File: src/rtl/e_register.sv
// WIDTH-bit register with parallel load and right shift. The serial output is R[0].
// The parallel output is R[WIDTH-1:1]. The reset is asynchronous and active-low.
module e_register #(
  parameter int WIDTH = 8
) (
  output logic             ops,
  output logic [WIDTH-2:0] Q,
  input  logic             lds,
  input  logic [WIDTH-1:0] L,
  input  logic             clk,
  input  logic             sis,
  input  logic             ebl,
  input  logic             rst_n
);

  logic [WIDTH-1:0] r_data;
  logic [WIDTH-1:0] w_next;

  // Load wins over shift, and neither happens unless enabled.
  always_comb begin
    w_next = r_data;
    if (ebl) begin
      if (lds) begin
        w_next = L;
      end else begin
        w_next = {sis, r_data[WIDTH-1:1]};
      end
    end
  end

  always_ff @(posedge clk or negedge rst_n) begin
    if (!rst_n) begin
      r_data <= '0;
    end else begin
      r_data <= w_next;
    end
  end

  assign ops = r_data[0];
  assign Q   = r_data[WIDTH-1:1];

endmodule

File: config.mk
export PLATFORM = sky130hd
export DESIGN_NAME = e_register
export DESIGN_NICKNAME = d
export VERILOG_FILES = /design/src/rtl/e_register.sv
export SDC_FILE = /design/constraint.sdc
export NUM_CORES = 1
export LEC_CHECK = 0
export ABC_AREA = 1
export CORE_AREA = 8 8 45 47
export CTS_CLUSTER_SIZE = 25
export DETAILED_ROUTE_END_ITERATION = 12
export DIE_AREA = 0 0 53 55
export PLACE_DENSITY = 0.68
export SETUP_SLACK_MARGIN = 0.2
export SLEW_MARGIN = 0
export SYNTH_ARGS = -nofsm -noshare
export SYNTH_HDL_FRONTEND = slang
export SYNTH_SLANG_ARGS = --single-unit
File: constraint.sdc
create_clock -name clk -period 0.8 [get_ports clk]
set_input_delay 0.16 -clock clk [delete_from_list [all_inputs] [get_ports clk]]
set_output_delay 0.16 -clock clk [all_outputs]
set_load 0.005 [all_outputs]
==> flow_summary.json, run 1 <==
{
  "finalWirelength_um": 1341,
  "cts.sink_count": 8,
  "power_leakage_uw": 0.0004841,
  "drt_first_iter_violations": 11,
  "critical_path_buf_inv_count": 1,
  "ir_worst_vdd_mv": 0.7656,
  "status": "complete, but fails checks",
  "report.final.setup_viol": 15,
  "ff_latch_count_synth": 8,
  "leftover_overflow_at_the_end_of_global_routing": 0,
  "worst_skew_pair.late_latency_ns": 0.25,
  "timing_worst_slew_pin_value_ns": 0.1551,
  "floorplan.die_area_mm2": 0.002915,
  "tritoncts.num_buffers": 3,
  "maxSlewViolCount": 0,
  "critical_path_required_ns": 0.64,
  "final.hold.worst_slack_ns": 0.1940,
  "power.share.switching": 0.2800,
  "cts_htree_levels": 1,
  "design.final.nets": 122,
  "cts_hold_repair.buffers": 0,
  "cts.path.max_buffers": 2,
  "power-per-cell-area_mw_per_mm2": 1508,
  "insertedDiodeCount": 0,
  "reg2reg_from": "r_data[7]",
  "maxCapViolations": 0,
  "clockPowerShare": 0.249,
  "unrepaired_setup_endpoints_after_global_routing": "yes",
  "core_mm2": 0.001384,
  "timing.critical_path.fanout_max": 2,
  "grt_first_pass_wirelength_um": 2090,
  "power.sequential.fraction": 0.383,
  "largest_register_ff_count": 8,
  "critical_path.slowest_cell": "sky130_fd_sc_hd__dfrtp_1",
  "ios": 21,
  "fmax_mhz": 1066,
  "yosysWarnings": 0,
  "worst_hold_path_type": "primary input to async pin",
  "vias_per_cell": 4.228,
  "port_buffers": 20,
  "worstPathArrival_ns": 0.78,
  "cp_cell_sequence": "buf_2",
  "crit_path_max_incr_delay_ns": 0.39,
  "final_min_period_over_clock_period": 1.173,
  "timing.setup.critical_path_class": "flop to output pin",
  "cts.reportedPaths.clkPinSlew_ns": 0.05,
  "drt_drc_violations_left": 0,
  "rr_worst_depth": 6,
  "clock_tree_from_tritoncts": "done",
  "syn_inst": 68,
  "synthesis.nets": 81,
  "synth.yosys.seq_area_share": 0.4360,
  "syn-cell-area_um2": 459.2,
  "rows": 14,
  "internal-power_uw": 900.3,
  "grt_max_degree": 9,
  "layout-area-overhead-vs-synth_pct": 80.65,
  "cpLargestDelayFamily": "flip-flops",
  "number_of_vias_after_detailed_routing": 520,
  "antenna_found_initial": 0,
  "floorplan.initialDensity": 0.3318,
  "drtAntennaViolNets": 0,
  "final-hold-violation-count": 0,
  "gpl.final_weighted_congestion": 0.8402,
  "power_frac_comb": 0.368,
  "first_global_vias": 510,
  "die_x_um": 53,
  "timing.final.ws_setup_ns": -0.1383,
  "layout-drive-gt1-share": 0.4299,
  "avgRoutedWirePerCell_um": 10.90,
  "finalInstanceArea_um2": 829.5,
  "hpwl_um": 962.1,
  "die_h_um": 55,
  "top_register": "r_data",
  "switching_power_uw": 350.2,
  "critical_path.endpoint_type": "output pin",
  "r2r_end": "r_data[6]",
  "dpl-instance-area_um2": 760.7,
  "synth.lib_cells_used.distinct": 9,
  "synth.avg_cell_area_um2": 6.753,
  "setup.reg_to_reg.worst_slack_ns": -0.10,
  "detail_route.first_pass.iterations": 4,
  "ctsRootBufferMaster": "sky130_fd_sc_hd__clkbuf_4",
  "layout_min_cycle_time_ns": 0.9383,
  "largest_registers": "r_data x8",
  "global_route.usage.total": 0.09824,
  "timing.slew.headroom": 0.8963,
  "violated_checks": "negative setup slack",
  "timing.critical_path.from_type": "flop",
  "final.setup_skew_ns": 0.001861
}
-- stage by stage --
stage	total power (uW)	setup WS, ns	std cells	setup TNS, ns	util
floorplan	626.0	0.1122	68	0	-
global placement	887.3	-0.2951	114	-3.776	0.5497
detailed placement	891.5	-0.3073	114	-3.928	0.5497
CTS	1224	-0.1257	122	-1.383	0.5750
global route	1350	-0.1714	123	-2.033	0.5995
finish	1251	-0.1383	123	-1.347	0.5995
-- power groups by stage --
stage | Clock, uW | Sequential, uW | Combinational, uW
global route | 357 | 484 | 509
floorplan | 0 | 497 | 129
global placement | 0 | 483 | 404
detailed placement | 0 | 485 | 407
finish | 311 | 479 | 461
CTS | 323 | 475 | 426
-- logic make-up (layout without fill, tap and decap cells) --
kind of cell / count (synthesis) / count (layout) / synth area share
buf+inv: 20 / 59 / 0.1989
flops: 8 / 8 / 0.4360
simple gates: 40 / 40 / 0.3651
-- placed cells by master (no fill, tap or decap), drive strengths merged --
| master | n |
|---|---|
| clkbuf | 3 |
| dfrtp | 8 |
| clkdlybuf4s50 | 11 |
| buf | 26 |
| dlygate4sd2 | 1 |
| nand3 | 8 |
| inv | 18 |
| nand2 | 32 |
-- cells in the mapped netlist --
library cell              number  area (um2)
sky130_fd_sc_hd__inv_6         1       8.760
sky130_fd_sc_hd__nand2_2       3       18.77
sky130_fd_sc_hd__buf_6         1       11.26
sky130_fd_sc_hd__nand2_1      29       108.9
sky130_fd_sc_hd__nand3_1       8       40.04
sky130_fd_sc_hd__inv_1        15       56.30
sky130_fd_sc_hd__dfrtp_1       8       200.2
sky130_fd_sc_hd__inv_2         2       7.510
sky130_fd_sc_hd__buf_4         1       7.510
-- final cells by class --
class                   instances  area (um2)
clock buffers                   3       22.52
fillers                       135       554.3
inverters                      18       72.57
multi-input cells              40       185.2
flip-flops and latches          8       200.2
well taps                      16       20.02
repair buffers                 38       329.1
-- worst max path at each step --
| stage | slack, ns | depth (start not counted) | end | startpoint |
|---|---|---|---|---|
| 3_5_place_dp | -0.31 | 6 | r_data[5] | lds |
| 2_1_floorplan | 0.11 | 4 | r_data[4] | r_data[5] |
| 5_1_grt | -0.17 | 1 | ops | r_data[0] |
| 4_1_cts | -0.13 | 1 | Q[4] | r_data[5] |
| 3_3_place_gp | -0.30 | 6 | r_data[5] | lds |
| 6_report | -0.14 | 1 | ops | r_data[0] |
-- metal layers --
layer,track usage,wire length [um],vias up,part of all wire
met4,0.06466,25,0,0.019
met1,0.1123,603,227,0.45
met5,0,0,-,0
met2,0.1426,606,18,0.45
met3,0.04813,106,3,0.079
li1,-,-,272,-
-- timing repair --
action                                  in CTS  in global routing
gates resized for setup                     42                 10
cloned                                       1                  0
endpoints found under the setup margin      16                 16
setup buffers                                4                  1
pin swaps                                    4                  3
Note: power is estimated with default switching activity, not from simulation.
==> run 2: changes to the inputs <==
ABC_CLOCK_PERIOD_IN_PS = 800   (was unset)
==> results of run 2 <==
No change in the layout: final DEF, timing and power equal those of run 1.
